--- src/rtl/reg_bank_pkg.sv ---
// reg_bank_pkg: shared helpers for the parametrised register bank.
// Holds the default reset constant, the byte strobe-merge and the address range check.
// The optional shadow/commit stage is enabled by defining REG_BANK_SHADOW_EN.
package reg_bank_pkg;

  // Wide enough for any supported DATA_W; callers slice the low DATA_W bits.
  localparam logic [255:0] RST_VAL_DEFAULT = '0;

  // Strobe merge at byte granularity: the enabled byte takes the new value,
  // otherwise the old byte is kept.
  function automatic logic [7:0] merge_byte(input logic [7:0] old_b,
                                            input logic [7:0] new_b,
                                            input logic       en);
    return en ? new_b : old_b;
  endfunction

  function automatic logic addr_in_range(input int unsigned addr,
                                         input int unsigned num_regs);
    return addr < num_regs;
  endfunction

endpackage

--- src/rtl/reg_bank_word.sv ---
// reg_bank_word: one DATA_W register with byte-strobed write and an optional shadow stage.
// Latency: write visible on rd_q after 1 edge; q follows 1 edge after write (or after commit with shadow).
// Backpressure: none, accepts one write per cycle.
// Ports: clk, rst (async active-high), wr_en/wr_data/wr_strb (pre-decoded write),
//        commit (shadow copy, REG_BANK_SHADOW_EN only), q (active value), rd_q (read view).
module reg_bank_word
  import reg_bank_pkg::*;
#(
  parameter int                DATA_W  = 32,
  parameter logic [DATA_W-1:0] RST_VAL = RST_VAL_DEFAULT[DATA_W-1:0]
) (
  input  logic                clk,
  input  logic                rst,
  input  logic                wr_en,
  input  logic [DATA_W-1:0]   wr_data,
  input  logic [DATA_W/8-1:0] wr_strb,
  input  logic                commit,
  output logic [DATA_W-1:0]   q,
  output logic [DATA_W-1:0]   rd_q
);

  logic [DATA_W-1:0] base;
  logic [DATA_W-1:0] merged;

  always_comb begin
    merged = '0;
    for (int i = 0; i < DATA_W / 8; i++) begin
      merged[i*8 +: 8] = merge_byte(base[i*8 +: 8], wr_data[i*8 +: 8], wr_strb[i]);
    end
  end

`ifdef REG_BANK_SHADOW_EN
  logic [DATA_W-1:0] shadow_q;
  logic [DATA_W-1:0] active_q;

  assign base = shadow_q;

  always_ff @(posedge clk or posedge rst) begin
    if (rst) begin
      shadow_q <= RST_VAL;
      active_q <= RST_VAL;
    end else begin
      if (wr_en) begin
        shadow_q <= merged;
      end
      // A write landing in the commit cycle is copied through in merged form.
      if (commit) begin
        active_q <= wr_en ? merged : shadow_q;
      end
    end
  end

  assign q    = active_q;
  assign rd_q = shadow_q;
`else
  logic [DATA_W-1:0] active_q;
  logic              commit_unused;

  assign base          = active_q;
  assign commit_unused = commit;

  always_ff @(posedge clk or posedge rst) begin
    if (rst) begin
      active_q <= RST_VAL;
    end else if (wr_en) begin
      active_q <= merged;
    end
  end

  assign q    = active_q;
  assign rd_q = active_q;
`endif

endmodule

--- src/rtl/reg_bank_param.sv ---
// reg_bank_param: NUM_REGS x DATA_W register bank with byte strobes, registered read and range errors.
// Latency: read response 1 cycle, fully pipelined; wr_err/rd_err 1 cycle after the request.
// Backpressure: none, one write and one read accepted every cycle.
// Ports: clk, rst (async active-high); wr_en/wr_addr/wr_data/wr_strb write port, wr_err pulse;
//        rd_en/rd_addr request, rd_valid/rd_data/rd_err response; commit; q_all active contents.
// Optional shadow/commit double-buffering: define REG_BANK_SHADOW_EN.
module reg_bank_param
  import reg_bank_pkg::*;
#(
  parameter int                NUM_REGS = 4,
  parameter int                DATA_W   = 32,
  parameter int                ADDR_W   = 6,
  parameter logic [DATA_W-1:0] RST_VAL  = RST_VAL_DEFAULT[DATA_W-1:0]
) (
  input  logic                       clk,
  input  logic                       rst,
  input  logic                       wr_en,
  input  logic [ADDR_W-1:0]          wr_addr,
  input  logic [DATA_W-1:0]          wr_data,
  input  logic [DATA_W/8-1:0]        wr_strb,
  input  logic                       rd_en,
  input  logic [ADDR_W-1:0]          rd_addr,
  output logic                       rd_valid,
  output logic [DATA_W-1:0]          rd_data,
  output logic                       rd_err,
  output logic                       wr_err,
  input  logic                       commit,
  output logic [NUM_REGS*DATA_W-1:0] q_all
);

  logic              wr_ok;
  logic              rd_ok;
  logic [DATA_W-1:0] rd_q [NUM_REGS];
  logic [DATA_W-1:0] rd_word;

  assign wr_ok = addr_in_range(32'(wr_addr), NUM_REGS);
  assign rd_ok = addr_in_range(32'(rd_addr), NUM_REGS);

  for (genvar k = 0; k < NUM_REGS; k++) begin : g_word
    logic wr_sel;
    assign wr_sel = wr_en && (wr_addr == ADDR_W'(k));

    reg_bank_word #(
      .DATA_W  (DATA_W),
      .RST_VAL (RST_VAL)
    ) u_word (
      .clk     (clk),
      .rst     (rst),
      .wr_en   (wr_sel),
      .wr_data (wr_data),
      .wr_strb (wr_strb),
      .commit  (commit),
      .q       (q_all[k*DATA_W +: DATA_W]),
      .rd_q    (rd_q[k])
    );
  end

  // Pre-edge register value; an out-of-range address selects nothing and reads 0.
  always_comb begin
    rd_word = '0;
    for (int k = 0; k < NUM_REGS; k++) begin
      if (rd_addr == ADDR_W'(k)) begin
        rd_word = rd_q[k];
      end
    end
  end

  always_ff @(posedge clk or posedge rst) begin
    if (rst) begin
      rd_valid <= 1'b0;
      rd_err   <= 1'b0;
      rd_data  <= '0;
      wr_err   <= 1'b0;
    end else begin
      rd_valid <= rd_en;
      rd_err   <= rd_en && !rd_ok;
      wr_err   <= wr_en && !wr_ok;
      // rd_data holds between responses.
      if (rd_en) begin
        rd_data <= rd_ok ? rd_word : '0;
      end
    end
  end

endmodule

--- config.mk ---
export PLATFORM = sky130hd
export DESIGN_NAME = reg_bank_param
export DESIGN_NICKNAME = d
export VERILOG_FILES = /design/src/rtl/reg_bank_pkg.sv /design/src/rtl/reg_bank_word.sv /design/src/rtl/reg_bank_param.sv
export SDC_FILE = /design/constraint.sdc
export NUM_CORES = 1
export LEC_CHECK = 0
export ABC_CLOCK_PERIOD_IN_PS = 6800
export BUFFER_PORTS_ARGS = -buffer_cell sky130_fd_sc_hd__buf_2
export CORE_MARGIN = 3
export CORE_UTILIZATION = 50
export CTS_CLUSTER_SIZE = 12
export DETAILED_ROUTE_END_ITERATION = 8
export PLACE_DENSITY = 0.78
export SYNTH_ARGS = -nofsm -noshare
export SYNTH_HDL_FRONTEND = slang
export SYNTH_SLANG_ARGS = --single-unit
--- constraint.sdc ---
create_clock -name clk -period 6.8 [get_ports clk]
set_clock_uncertainty 0.15 [all_clocks]
set_input_delay 1.36 -clock clk [delete_from_list [all_inputs] [get_ports clk]]
set_output_delay 1.36 -clock clk [all_outputs]
set_load 0.01 [all_outputs]
; ---- Word level (Yosys, flattened, before mapping)
; Cells that the tools add are included.
[word_totals]
wordCells = 59
in_bits = 53
out_inout_bits = 163
register_bits = 163
[classes]
n_mux = 5
n_eq_ne = 6
n_lt_le_gt_ge = 2
n_reduce_logical = 26
[op_table]
columns = operator, n
row1 = two-way mux 32 bit, 5
row2 = AND reduction 2 bit, 16
row3 = == test 6 x 2 -> 1 bit (second input constant), 4
row4 = == test 6 x 1 -> 1 bit (second input constant), 2
row5 = zero test 6 bit, 2
row6 = < comparator 6 x 3 -> 1 bit (second input constant), 2
row7 = logical AND 1 bit, 6
row8 = zero test 1 bit, 2

; ---- Longest topological paths before layout
; Gate-level depths: netlist of the first run.
[logic_depth]
word_depth = 6
mapped_depth = 5

; ---- By module
; Synthesis of the first run repeated with hierarchy kept, for this count alone.
[hier_totals]
hier_cells = 578
area_unflattened_um2 = 7952.6
[by_module_without_submodules]
columns = mod, area_per_inst_um2, cells_per_inst, seq_area_each_um2, instances
row1 = reg_bank_word, 1430.1, 101, 800.8, 4
row2 = reg_bank_param, 2232.1, 174, 875.8, 1

; ---- Worst setup path before layout of the first run
; OpenSTA, ideal clock, no wires.
[synth_timing]
kind = input to register
startpoint = in wr_addr[5]
endpoint = reg g_word[1].u_word.active_q[0]
cell_stages = 4
slack_ns = 3.686
required_ns = 6.525
setup_ns = 0.125
arrival_ns = 2.839
path_cell_list = or4_4 -> buf_6 -> nor4_4 -> mux2_2
[synth_via]
elab_chain_cells = 3
[synth_rtl]
columns = element, line
row1 = from (decl), reg_bank_param.sv:18  ; input logic [ADDR_W-1:0] wr_addr,
row2 = == test 6 x 1 -> 1 bit, reg_bank_param.sv:41  ; assign wr_sel = wr_en && (wr_addr == ADDR_W'(k));
row3 = logical AND 1 bit, reg_bank_param.sv:41
row4 = AND reduction 2 bit (no source line), n/a
row5 = to (signal assigned), reg_bank_word.sv:66  ; active_q <= merged;
row6 = to (decl), reg_bank_word.sv:56  ; logic [DATA_W-1:0] active_q;
; No other way between the ends.
; A chain may end at the register's enable or synchronous reset.

; ---- Final worst setup path of the first run
[layout_timing]
startpoint = in wr_addr[5]
endpoint = reg g_word[2].u_word.active_q[30]
[layout_via]
elab_chain_cells = 3
[layout_rtl]
columns = element, line
row1 = == test 6 x 2 -> 1 bit, reg_bank_param.sv:41
row2 = logical AND 1 bit, reg_bank_param.sv:41
row3 = AND reduction 2 bit (no source line), n/a
row4 = to (signal assigned), reg_bank_word.sv:66
row5 = to (decl), reg_bank_word.sv:56
; No other way between the ends.

==> impl_metrics.py, run 1 <==
metrics = {
    "timing": {
        "fin_ws_ns": 3.43,
        "worst_pin_slew_ns": 1.18,
        "hold_viol": 0,
        "drv_slew": 0,
        "maxSlewHeadroom": 0.210,
        "rsz0062_at_grt": "no",
        "setup_viol": 0,
        "period_share": 0.495,
        "period_minus_slack_ns": 3.37,
        "finalSetupTns_ns": 0,
        "fmax_mhz": 297,
    },
    "hold_path": {
        "hold_end": "rd_data[13]$_DFFE_PP0P_",
        "worstHoldPathCells": 1,
        "hold_class": "register to register",
        "min_from": "rd_data[13]$_DFFE_PP0P_",
    },
    "synth": {
        "ys_types": 24,
        "synth_compound_area_frac": 0.0402,
        "synth_top_family_by_area": "multiplexers",
        "yosys.area_share.simple": 0.0476,
        "syn_avg_cell_area_um2": 17.1,
        "synth_edf_count": 0,
        "synthAdderAreaFrac": 0,
        "seq_area_frac_synth": 0.585,
        "netlist_instances": 408,
        "synth_area_leaders": "dfrtp_1 59%, mux2_2 21%, mux4_2 10%",
        "synthArstFlopShare": 1.00,
        "synthMuxAreaShare": 0.310,
        "synth_top_cell_by_area": "dfrtp_1",
        "netlist.area_leader.share": 0.585,
        "syn-num-nets": 461,
        "yosysMostFrequentCell": "dfrtp_1",
        "synth-main-ff-cell": "dfrtp_1",
        "yosysWarnings": 0,
        "synth_area_um2": 6970,
        "ys_ff_latch": 163,
        "synth_xor_area_frac": 0,
        "yosys-top-cells-count": "163 x dfrtp_1, 128 x mux2_2, 32 x a22o_1, 32 x mux4_2, 12 x clkbuf_1",
    },
    "clocking": {
        "cts_root_buf": "clkbuf_16",
        "cts_setup_buffers": 0,
        "cts_buffer_depth": 2,
        "ctsResizeCount": 0,
        "cts_hold_buf": 0,
        "cts_made_buffers": 17,
        "clkTransAtPathRegs_ns": 0.06,
        "clkSinkCount": 163,
        "cts-htree-levels": 4,
        "clock_latency_ns": 0.41,
        "cts_tree": "built",
    },
    "power": {
        "cellPowerDensity_nw_per_um2": 262,
        "leakagePower_uw": 0.00482,
        "ir_drop_mv": 0.163,
        "design_power_total_uw": 2300,
    },
    "worst_setup_path": {
        "end_kind": "register",
        "worst_ep_required_time_ns": 6.94,
        "cp.arrival_ns": 3.51,
        "r2r_slack_ns": 5.44,
        "r2r_cells": 2,
        "cp_max_fo": 8,
        "timing.rr.end": "rd_data[28]$_DFFE_PP0P_",
        "cp-startpoint": "wr_addr[5]",
        "critical_path.reg2reg.startpoint": "g_word[2].u_word.q[28]$_DFFE_PP0P_",
        "start_kind": "primary input",
        "worstSetupPathType": "primary input to register",
    },
    "route": {
        "viasPerCell": 5.68,
        "wl_um": 17100,
        "routedWlPerCell_um": 21.0,
        "first_iter_violations": 277,
        "vias": 4626,
        "drc": 0,
        "dr.pass1.iters": 4,
        "antenna_left": 0,
    },
    "floorplanning": {
        "die_x_um": 124,
        "die_h_um": 124,
        "start_util": 0.518,
        "num_io_pins": 216,
        "core-area_um2": 13500,
        "die-area_um2": 15400,
        "row_count": 42,
    },
    "grt": {
        "met2_usage": 0.361,
        "antenna_found_initial": 2,
        "grtUsageTotal": 0.228,
        "grt_pass1_vias": 4750,
        "overflow": 0,
        "met1_usage": 0.302,
        "met3_usage": 0.0595,
        "top_usage_layer": "met2",
        "grt_pass1_wl_um": 26100,
        "grt_start_max_net_pins": 91,
    },
    "cells_and_area": {
        "multi_input_area_um2": 2770,
        "synthToLayoutAreaGrowth_pct": 26.1,
        "num-fill-cells": 981,
        "nets": 679,
        "seqCellArea_um2": 4080,
        "drive_gt1_frac": 0.668,
    },
    "place": {
        "place_congestion": 0.818,
        "numPortBuffers": 214,
        "dp_slack_ns": 3.01,
        "dp_hpwl_um": 11700,
    },
    "status": {
        "status": "finished clean",
    },
    "run": {
        "maxCapViolCount": 0,
    },
}
## worst max-delay path by stage
| stage | to | slack [ns] |
|---|---|---|
| after floorplan | g_word[0].u_word.q[0]$_DFFE_PP0P_ | 0.89 |
| after global placement | g_word[2].u_word.q[31]$_DFFE_PP0P_ | 3.04 |
| after detailed placement | g_word[2].u_word.q[30]$_DFFE_PP0P_ | 3.01 |
| after CTS | g_word[2].u_word.q[30]$_DFFE_PP0P_ | 3.44 |
| after global routing | g_word[2].u_word.q[27]$_DFFE_PP0P_ | 3.34 |
| final | g_word[2].u_word.q[30]$_DFFE_PP0P_ | 3.43 |
## worst max-delay path: stages
cell,delay (ns)
buf_2,0.11
nor4_2,1.00
and4_1,0.64
mux2_2,0.39
## layout make-up
class / count / area share
sequential: 163 / 0.464
multi-input combinational: 220 / 0.316
timing repair buffer: 218 / 0.125
clock buffer: 21 / 0.0513
tap: 176 / 0.0251
clock inverter: 10 / 0.0150
inverter: 6 / 0.00313
antenna: 1 / 0.000285
## kinds of logic after synthesis
family	count (synthesis)
flops	163
mux	160
compound gates	32
simple gates	28
buf+inv	25
## power by group
group / total, µW / switching [µW] / internal, µW
sequential: 1090 / 49.2 / 1040
clock: 939 / 356 / 583
combinational: 275 / 139 / 136
total: 2300 / 544 / 1760
## registers in the layout, indices dropped and copies added, names as in the netlist
| signal | cells |
|---|---|
| g_word.u_word.q | 128 |
| rd_data | 32 |
| rd_err | 1 |
| rd_valid | 1 |
| wr_err | 1 |
## metrics by stage
step           area (µm²)  instances  hold WS (ns)   util
2_1_floorplan        6970        408         0.396      -
3_3_place_gp         8200        783         0.338  0.610
3_5_place_dp         8200        783         0.343  0.610
4_1_cts              8780        814         0.357  0.653
5_1_grt              8790        815         0.362  0.653
6_report             8790        815         0.350  0.653
## routing by layer
metal	wire length, µm	vias up
li1	-	2002
met5	15	-
met3	1120	23
met1	7210	2410
met2	8520	189
met4	278	2
## layout by cell type (no fill, tap or decap), drive strengths merged, types with 2 or more instances in the layout
cell and n:
buf 218, dfrtp 163, mux2 128, mux4 32, a22o 32, clkbuf 21, inv 7, nor4 6
clkinv 5, nand2 5, nor3 4, nand4b 4, nand4 3, bufinv 3, and2 2
No activity file was read; power rests on OpenSTA's default activity.
==> inputs of run 2 (changes only) <==
- ABC_CLOCK_PERIOD_IN_PS: 6800 -> 3200
- clock period: 6.8 -> 3.2 ns (I/O delays scaled with it)
==> impl_metrics.py, run 2 (synthesized netlist as in run 1, its figures left out) <==
metrics = {
    "worst_setup_path": {
        "cp-startpoint": "wr_addr[5]",
        "critical_path.reg2reg.startpoint": "g_word[3].u_word.q[24]$_DFFE_PP0P_",
        "r2r_cells": 2,
        "start_kind": "primary input",
        "timing.rr.end": "rd_data[24]$_DFFE_PP0P_",
        "crit_end": "g_word[1].u_word.q[21]$_DFFE_PP0P_",
        "end_kind": "register",
        "r2r_slack_ns": 1.82,
        "worst_ep_required_time_ns": 3.35,
        "cp_max_fo": 9,
        "worstSetupPathType": "primary input to register",
        "cp.arrival_ns": 2.47,
    },
    "timing": {
        "hold_viol": 0,
        "period_minus_slack_ns": 2.32,
        "maxSlewHeadroom": 0.426,
        "period_share": 0.725,
        "rsz0062_at_grt": "no",
        "worst_pin_slew_ns": 0.862,
        "setup_viol": 0,
        "finalSetupTns_ns": 0,
        "drv_slew": 0,
        "fmax_mhz": 431,
    },
    "power": {
        "p_seq_frac": 0.474,
        "ir_drop_mv": 0.332,
        "design_power_total_uw": 4870,
        "p_int_uw": 3670,
        "clock_power_share": 0.404,
        "swShare": 0.247,
        "cellPowerDensity_nw_per_um2": 550,
        "power_frac_comb": 0.122,
        "leakagePower_uw": 0.00484,
        "switching_power_uw": 1200,
    },
    "run": {
        "maxCapViolCount": 0,
    },
    "cells_and_area": {
        "mostFrequentLayoutCell": "buf_2",
        "largest_register_ffs": 128,
        "postLayoutCoreUtil": 0.659,
        "drive_gt1_frac": 0.673,
        "synthToLayoutAreaGrowth_pct": 27.1,
        "final_cell_mix": "214 x buf_2, 163 x dfrtp_1, 128 x mux2_2, 32 x mux4_2, 32 x a22o_1",
        "nets": 685,
        "antennaDiodeCount": 0,
    },
    "clocking": {
        "ctsResizeCount": 0,
        "cts_hold_buf": 0,
        "clkSinkCount": 163,
        "cts_setup_buffers": 0,
        "cts_root_buf": "clkbuf_16",
        "clock_latency_ns": 0.42,
        "cts_buffer_depth": 2,
        "cts-htree-levels": 4,
        "cts_tree": "built",
        "cts_made_buffers": 17,
        "clkTransAtPathRegs_ns": 0.06,
    },
    "place": {
        "numPortBuffers": 214,
        "dp_hpwl_um": 11800,
        "place_congestion": 0.760,
    },
    "route": {
        "vias": 4648,
        "antenna_left": 0,
        "first_iter_violations": 227,
        "routedWlPerCell_um": 21.1,
        "viasPerCell": 5.66,
        "wl_um": 17300,
        "dr.pass1.iters": 5,
        "drc": 0,
    },
    "grt": {
        "grt_pass1_vias": 4896,
        "grtUsageTotal": 0.230,
        "grt_pass1_wl_um": 26500,
        "grt_start_max_net_pins": 164,
        "overflow": 0,
        "antenna_found_initial": 0,
    },
    "floorplanning": {
        "start_util": 0.518,
        "core-area_um2": 13500,
        "num_io_pins": 216,
        "die_x_um": 124,
        "die-area_um2": 15400,
        "die_h_um": 124,
        "row_count": 42,
    },
    "status": {
        "status": "finished clean",
    },
    "hold_path": {
        "hold_class": "primary input to register",
    },
}
-- run 2: cell type report --
cell class                 count  area [µm²]
clock buffer                  20         447
sequential                   163        4080
fill                        1013        4590
timing repair buffer         224        1180
tap                          176         220
clock inverter                12         131
multi-input combinational    220        2770
inverter                       6        26.3
-- run 2: power by group through the flow --
stage                     Sequential [µW]  Combinational, µW  Clock [µW]
after CTS                            2310                606        2010
after global placement               2330                584           0
after detailed placement             2340                603           0
final                                2310                595        1970
after floorplan                      2390                274           0
after global routing                 2320                648        2110
-- run 2: worst max-delay path, cell delays in order --
cell and delay, ns:
buf_2 0.11, or4_4 0.68, nor4_4 0.61, mux2_2 0.41
-- run 2: worst min path at each step --
| stage | from | endpoint | slack [ns] | depth (start not counted) |
|---|---|---|---|---|
| finish | rd_en | rd_valid$_DFF_PP0_ | 0.21 | 1 |
| global route | rd_en | rd_valid$_DFF_PP0_ | 0.19 | 1 |
| CTS | rd_en | rd_valid$_DFF_PP0_ | 0.19 | 1 |
| detailed placement | rd_data[3]$_DFFE_PP0P_ | rd_data[3]$_DFFE_PP0P_ | 0.34 | 1 |
| global placement | rd_data[21]$_DFFE_PP0P_ | rd_data[21]$_DFFE_PP0P_ | 0.34 | 1 |
| floorplan | rd_data[0]$_DFFE_PP0P_ | rd_data[0]$_DFFE_PP0P_ | 0.40 | 1 |
-- run 2: stage by stage --
stage / instance area (µm²) / hold WS, ns / std cells / setup WS [ns]
finish: 8860 / 0.208 / 821 / 0.881
global route: 8860 / 0.194 / 821 / 0.835
detailed placement: 8280 / 0.343 / 789 / 0.454
global placement: 8280 / 0.337 / 789 / 0.482
CTS: 8860 / 0.188 / 821 / 0.881
floorplan: 6970 / 0.396 / 408 / 0.339
-- run 2: layer usage --
layer,vias to the layer above,track usage,wire (µm)
li1,2018,-,-
met1,2439,0.292,6980
met2,175,0.389,9000
met3,16,0.0613,1150
met4,0,0.0712,214
met5,-,0,0
